### config.mk
export PLATFORM = sky130hd
export DESIGN_NAME = truth_table_sweeper
export DESIGN_NICKNAME = d
export VERILOG_FILES = /design/src/rtl/truth_table_sweeper_pkg.sv /design/src/rtl/tts_pattern_gen.sv /design/src/rtl/truth_table_sweeper.sv
export SDC_FILE = /design/constraint.sdc
export NUM_CORES = 1
export LEC_CHECK = 0
export ABC_AREA = 1
export ABC_CLOCK_PERIOD_IN_PS = 3500
export CORE_UTILIZATION = 24
export CTS_CLUSTER_SIZE = 40
export DETAILED_ROUTE_END_ITERATION = 8
export GPL_TIMING_DRIVEN = 0
export PLACE_DENSITY = 0.43
export SYNTH_ARGS = -nofsm -noshare
export SYNTH_HDL_FRONTEND = slang
export SYNTH_SLANG_ARGS = --single-unit
### constraint.sdc
create_clock -name clk -period 3.5 [get_ports clk]
set_clock_uncertainty 0.1 [all_clocks]
set_input_delay 0.875 -clock clk [delete_from_list [all_inputs] [get_ports clk]]
set_output_delay 0.875 -clock clk [all_outputs]
set_load 0.05 [all_outputs]
### src/rtl/truth_table_sweeper_pkg.sv
// truth_table_sweeper_pkg
//   Shared types and helpers for the truth-table sweeper.
//   - state_e         : sweeper FSM states (IDLE, RUN, DONE)
//   - MODE_*          : sweep-order encodings carried on the 2-bit mode port
//   - tts_map_pattern : maps a sweep index and mode to the stimulus pattern
package truth_table_sweeper_pkg;

  typedef enum logic [1:0] {
    IDLE = 2'd0,
    RUN  = 2'd1,
    DONE = 2'd2
  } state_e;

  localparam logic [1:0] MODE_BIN_UP   = 2'd0;
  localparam logic [1:0] MODE_GRAY     = 2'd1;
  localparam logic [1:0] MODE_BIN_DOWN = 2'd2;

  // Computed at the widest supported N_IN (16). The index is zero-extended,
  // so the low N_IN bits are correct for every mapping. Callers truncate the
  // result to N_IN bits. Mode 3 falls through to binary up.
  function automatic logic [15:0] tts_map_pattern(input logic [15:0] idx,
                                                  input logic [1:0]  mode);
    case (mode)
      MODE_GRAY:     return idx ^ (idx >> 1);
      MODE_BIN_DOWN: return ~idx;
      default:       return idx;
    endcase
  endfunction

endpackage

### src/rtl/tts_pattern_gen.sv
// tts_pattern_gen
//   Sweep index, per-pattern hold counter and registered stimulus pattern.
//   Ports:
//     clk_i, rst_ni  : clock, asynchronous active-low reset
//     load_i         : accepted start; restarts the sweep at index 0
//     run_i          : sweeper is in RUN
//     mode_i         : sweep order to apply (already latched/selected)
//     x_o            : registered stimulus pattern
//     sample_stb_o   : last hold cycle of the current pattern
//     last_o         : current index is the final pattern of the sweep
module tts_pattern_gen
  import truth_table_sweeper_pkg::*;
#(
  parameter int unsigned N_IN        = 4,
  parameter int unsigned HOLD_CYCLES = 5
) (
  input  logic            clk_i,
  input  logic            rst_ni,
  input  logic            load_i,
  input  logic            run_i,
  input  logic [1:0]      mode_i,
  output logic [N_IN-1:0] x_o,
  output logic            sample_stb_o,
  output logic            last_o
);

  localparam int unsigned HOLD_W = (HOLD_CYCLES > 1) ? $clog2(HOLD_CYCLES) : 1;

  logic [N_IN-1:0]   index_q, index_d;
  logic [N_IN-1:0]   x_q, x_d;
  logic [HOLD_W-1:0] hold_q, hold_d;
  logic [N_IN-1:0]   index_nxt;

  assign sample_stb_o = run_i && (hold_q == HOLD_W'(HOLD_CYCLES - 1));
  assign last_o       = &index_q;
  assign index_nxt    = index_q + N_IN'(1);
  assign x_o          = x_q;

  always_comb begin
    index_d = index_q;
    hold_d  = hold_q;
    x_d     = x_q;
    if (load_i) begin
      index_d = '0;
      hold_d  = '0;
      x_d     = N_IN'(tts_map_pattern('0, mode_i));
    end else if (run_i) begin
      if (sample_stb_o) begin
        hold_d = '0;
        // On the final pattern x is left alone so it holds through DONE.
        if (!last_o) begin
          index_d = index_nxt;
          x_d     = N_IN'(tts_map_pattern(16'(index_nxt), mode_i));
        end
      end else begin
        hold_d = hold_q + HOLD_W'(1);
      end
    end
  end

  always_ff @(posedge clk_i or negedge rst_ni) begin
    if (!rst_ni) begin
      index_q <= '0;
      hold_q  <= '0;
      x_q     <= '0;
    end else begin
      index_q <= index_d;
      hold_q  <= hold_d;
      x_q     <= x_d;
    end
  end

endmodule

### src/rtl/truth_table_sweeper.sv
// truth_table_sweeper
//   Sweeps every input combination of a combinational DUT, holding each
//   pattern HOLD_CYCLES cycles, and checks y against y_inv on the last hold
//   cycle. Counts failing patterns and captures the first failing pattern.
//   Optional build macro: TTS_SIGNATURE_EN adds an N_OUT-bit MISR over y.
//   Ports:
//     clk, rst_n      : clock, asynchronous active-low reset
//     start, mode     : sweep request and sweep order (0 up, 1 Gray, 2 down)
//     x               : stimulus to the DUT
//     y, y_inv        : DUT true / complement outputs
//     busy, done      : sweep in progress / sweep finished
//     sample_stb      : cycle on which y/y_inv are checked
//     err_count       : saturating count of failing patterns
//     first_err_valid : a failure was recorded this sweep
//     first_err_pat   : x of the first failing pattern
//     signature       : MISR result (0 when TTS_SIGNATURE_EN is undefined)
module truth_table_sweeper
  import truth_table_sweeper_pkg::*;
#(
  parameter int unsigned N_IN        = 4,
  parameter int unsigned N_OUT       = 3,
  parameter int unsigned HOLD_CYCLES = 5,
  parameter int unsigned CNT_W       = 16
) (
  input  logic             clk,
  input  logic             rst_n,
  input  logic             start,
  input  logic [1:0]       mode,
  output logic [N_IN-1:0]  x,
  input  logic [N_OUT-1:0] y,
  input  logic [N_OUT-1:0] y_inv,
  output logic             busy,
  output logic             done,
  output logic             sample_stb,
  output logic [CNT_W-1:0] err_count,
  output logic             first_err_valid,
  output logic [N_IN-1:0]  first_err_pat,
  output logic [N_OUT-1:0] signature
);

  state_e           state_q, state_d;
  logic [1:0]       mode_q, mode_d;
  logic [CNT_W-1:0] err_q, err_d;
  logic             fev_q, fev_d;
  logic [N_IN-1:0]  fep_q, fep_d;

  logic             accept;
  logic             last_pat;
  logic             fail;
  logic [1:0]       mode_eff;

  // start is only honoured outside RUN.
  assign accept   = start && (state_q != RUN);
  // The generator must see the new mode on the accepting edge itself.
  assign mode_eff = accept ? mode : mode_q;
  assign fail     = sample_stb && ((y ^ y_inv) != '1);

  tts_pattern_gen #(
    .N_IN        (N_IN),
    .HOLD_CYCLES (HOLD_CYCLES)
  ) u_gen (
    .clk_i        (clk),
    .rst_ni       (rst_n),
    .load_i       (accept),
    .run_i        (state_q == RUN),
    .mode_i       (mode_eff),
    .x_o          (x),
    .sample_stb_o (sample_stb),
    .last_o       (last_pat)
  );

  always_comb begin
    state_d = state_q;
    mode_d  = mode_q;
    err_d   = err_q;
    fev_d   = fev_q;
    fep_d   = fep_q;
    if (accept) begin
      state_d = RUN;
      mode_d  = mode;
      err_d   = '0;
      fev_d   = 1'b0;
      fep_d   = '0;
    end else if (state_q == RUN) begin
      if (fail) begin
        if (err_q != '1) err_d = err_q + CNT_W'(1);
        if (!fev_q) begin
          fev_d = 1'b1;
          fep_d = x;
        end
      end
      if (sample_stb && last_pat) state_d = DONE;
    end
  end

  always_ff @(posedge clk or negedge rst_n) begin
    if (!rst_n) begin
      state_q <= IDLE;
      mode_q  <= MODE_BIN_UP;
      err_q   <= '0;
      fev_q   <= 1'b0;
      fep_q   <= '0;
    end else begin
      state_q <= state_d;
      mode_q  <= mode_d;
      err_q   <= err_d;
      fev_q   <= fev_d;
      fep_q   <= fep_d;
    end
  end

  assign busy            = (state_q == RUN);
  assign done            = (state_q == DONE);
  assign err_count       = err_q;
  assign first_err_valid = fev_q;
  assign first_err_pat   = fep_q;

`ifdef TTS_SIGNATURE_EN
  logic [N_OUT-1:0] sig_q, sig_d;
  logic [N_OUT-1:0] sig_shift;

  if (N_OUT == 1) begin : g_sig_1
    assign sig_shift = '0;
  end else begin : g_sig_n
    assign sig_shift = {sig_q[N_OUT-2:0], sig_q[N_OUT-1]};
  end

  always_comb begin
    sig_d = sig_q;
    if (accept)          sig_d = '0;
    else if (sample_stb) sig_d = sig_shift ^ y;
  end

  always_ff @(posedge clk or negedge rst_n) begin
    if (!rst_n) sig_q <= '0;
    else        sig_q <= sig_d;
  end

  assign signature = sig_q;
`else
  assign signature = '0;
`endif

endmodule
==> results.yml <==
outcome:
  outcome: "finished, violations left"
  violations: "DRC"
hold_path:
  hold_path_class: "register to register"
  hp-start: "first_err_pat[0]"
  min_to: "first_err_pat[0]"
  hold-path-cell-count: 2
routing:
  first_pass_iters: 6
  post-route-drc-count: 2
  vias_per_cell: 4.32
  wl_per_cell_um: 11.8
  drt_iter0_markers: 108
  wl_mm: 5.47
  vias: 2007
  detail-route-antenna-nets: 0
floorplan:
  start_util_pct: 25.2
  die-height_um: 98.5
  dieArea_um2: 9710
  core_area_um2: 8890
  boundaryPins: 42
  floorplan.die.width_um: 98.5
  rows: 34
placement:
  dp_hpwl_mm: 4.09
  io_buffers: 38
  dp_slack_ns: 0.180
  place_area_um2: 2780
  gp_congestion: 0.828
synthesis:
  netlist_area_um2: 2240
  synth-main-ff-cell: "dfrtp_1"
  synth_edf_count: 0
  synth_async_sr_flop_share_pct: 100
  synth_cell_type_count: 28
  yosysWarnings: 0
  syn_inst: 309
  avgSynthCellArea_um2: 7.24
  ys_seq_area_share_pct: 40.3
  synth_seq_cells: 36
worst_setup_path:
  slowest_delay_ns: 0.84
  cp-start-kind: "register"
  timing.rr.start: "state_q[0]"
  critical_path_class: "register to output pin"
  cp-end-kind: "output pin"
  worstReg2RegEnd: "u_gen.x_o[2]"
  cp.arrival_ns: 2.02
  worstPathRequired_ns: 2.52
  reg2reg_depth: 15
  critPathSlowestCell: "clkdlybuf4s50_1"
  cp_max_fo: 5
  r2r_slack_ns: 1.10
  cp_cell_sequence: "inv_1 > ha_1 > nand2_1 > nor2_2 > clkdlybuf4s50_1"
clock_tree:
  cts_max_level: 2
  clk_latency_ns: 0.28
  cts_setup_buffers: 0
  cts-resized-gates: 0
  holdBufCountCts: 0
  clock-sinks: 36
  cts_buffers: 5
  cts.clk_slew.worst_paths_ns: 0.07
  cts_tree: "built"
  ctsLongestPathBuffers: 2
  cts_root_buffer: "clkbuf_8"
sta:
  hold_violations: 0
  fmax_mhz: 334
  fin_crit_sh_pct: 85.7
  setup_viol: 0
  rsz0062_at_grt: "false"
  fin_ws_ns: 0.502
  finalMaxSlewViolations: 0
  worst_slew_margin_rel_pct: 66.5
  worst_slew_pin_slew_ns: 0.501
  min_period_ns: 3.00
  setup_tns_ns: 0
  hold_slack_ns: 0.380
cells_and_area:
  final_cell_mix: "nand2_1 (112), clkdlybuf4s50_1 (37), dfrtp_1 (36)"
  postLayoutCellArea_um2: 2880
  nNetsFinal: 374
  nFillCells: 960
  syn_to_final_growth_pct: 28.7
  drive_gt1_share_pct: 12.3
  n_antenna_cell: 0
  layout.cells.most_common: "nand2_1"
power_and_ir_drop:
  irDropWorstVdd_v: 0.000288
  cellLeakagePower_nw: 1.37
  cellPowerDensity_nw_per_um2: 702
  power_w: 0.00202
global_routing:
  grt_use_total_pct: 12.2
  antenna_found_initial: 0
  overflow: 0
  grt_pass1_wl_mm: 9.43
  grt_pass1_vias: 1929
  grt_max_degree: 22
job:
  drv_cap: 0
worst max-delay path: cells and delay by family (launching register included):
kind / cells / cell delay, ns
and+or+nand+nor: 2 / 0.30
buffers and inverters: 2 / 0.93
adders and majority gates: 1 / 0.15
DFF: 1 / 0.38
Yosys cell counts, types with 2 or more instances:
cell	count	area [um^2]
a21oi_1	3	15.0
o21ai_0	7	35.0
o21bai_1	2	15.0
dfrtp_1	36	901
buf_6	5	56.3
ha_1	6	75.1
inv_2	3	11.3
nand2_2	3	18.8
nand4_1	5	31.3
nor2_1	32	120
o21ai_2	13	114
xor2_1	3	26.3
inv_1	32	120
buf_4	3	22.5
or2_2	4	25.0
nand2_1	112	420
nand3_1	29	145
kinds of logic after synthesis:
kind of cell | synth area share, %
simple gates | 36.5
buf+inv | 9.68
flops | 40.3
compound gates | 8.84
fa+ha+maj | 3.36
xor+xnor | 1.17
other cells | 0.168
how the worst max path moves through the flow:
stage | endpoint | slack (ns) | start
2_1_floorplan | u_gen.x_o[1] | 0.95 | start
3_3_place_gp | u_gen.x_o[1] | 0.17 | start
3_5_place_dp | u_gen.x_o[1] | 0.18 | start
4_1_cts | sample_stb | 0.45 | u_gen.hold_q[0]
5_1_grt | u_gen.x_o[2] | 0.32 | start
6_report | sample_stb | 0.50 | u_gen.hold_q[0]
per-layer routing:
layer	vias up	track usage [%]	part of all wire [%]
met4	0	4.48	1.2
li1	1069	-	-
met5	-	0	0
met3	4	2.27	2.7
met1	910	16.6	50
met2	24	19.4	46
layout make-up:
type	instances	area, um^2	area share [%]
Buffer	8	78.8	2.74
Timing Repair Buffer	39	403	14.0
Clock buffer	7	96.3	3.35
Multi-Input combinational cell	231	1130	39.2
Inverter	36	138	4.78
Tap cell	108	135	4.69
Sequential cell	36	901	31.3
stage by stage:
step / util [%] / instances
global route: 32.4 / 465
detailed placement: 31.3 / 458
floorplan: - / 311
finish: 32.4 / 465
CTS: 32.4 / 465
global placement: 31.0 / 457
power breakdown:
group          internal, W  switching, W
registers         0.000533      0.000107
logic             0.000364      0.000696
clock network     0.000176      0.000147
state kept, by name (all words and copies together) (netlist names):
register,count
mode_q,2
u_gen.hold_q,3
err_count,16
u_gen.x_o,4
first_err_pat,4
state_q,2
u_gen.index_q,4
first_err_valid,1
No activity file was read; power rests on OpenSTA's default activity.
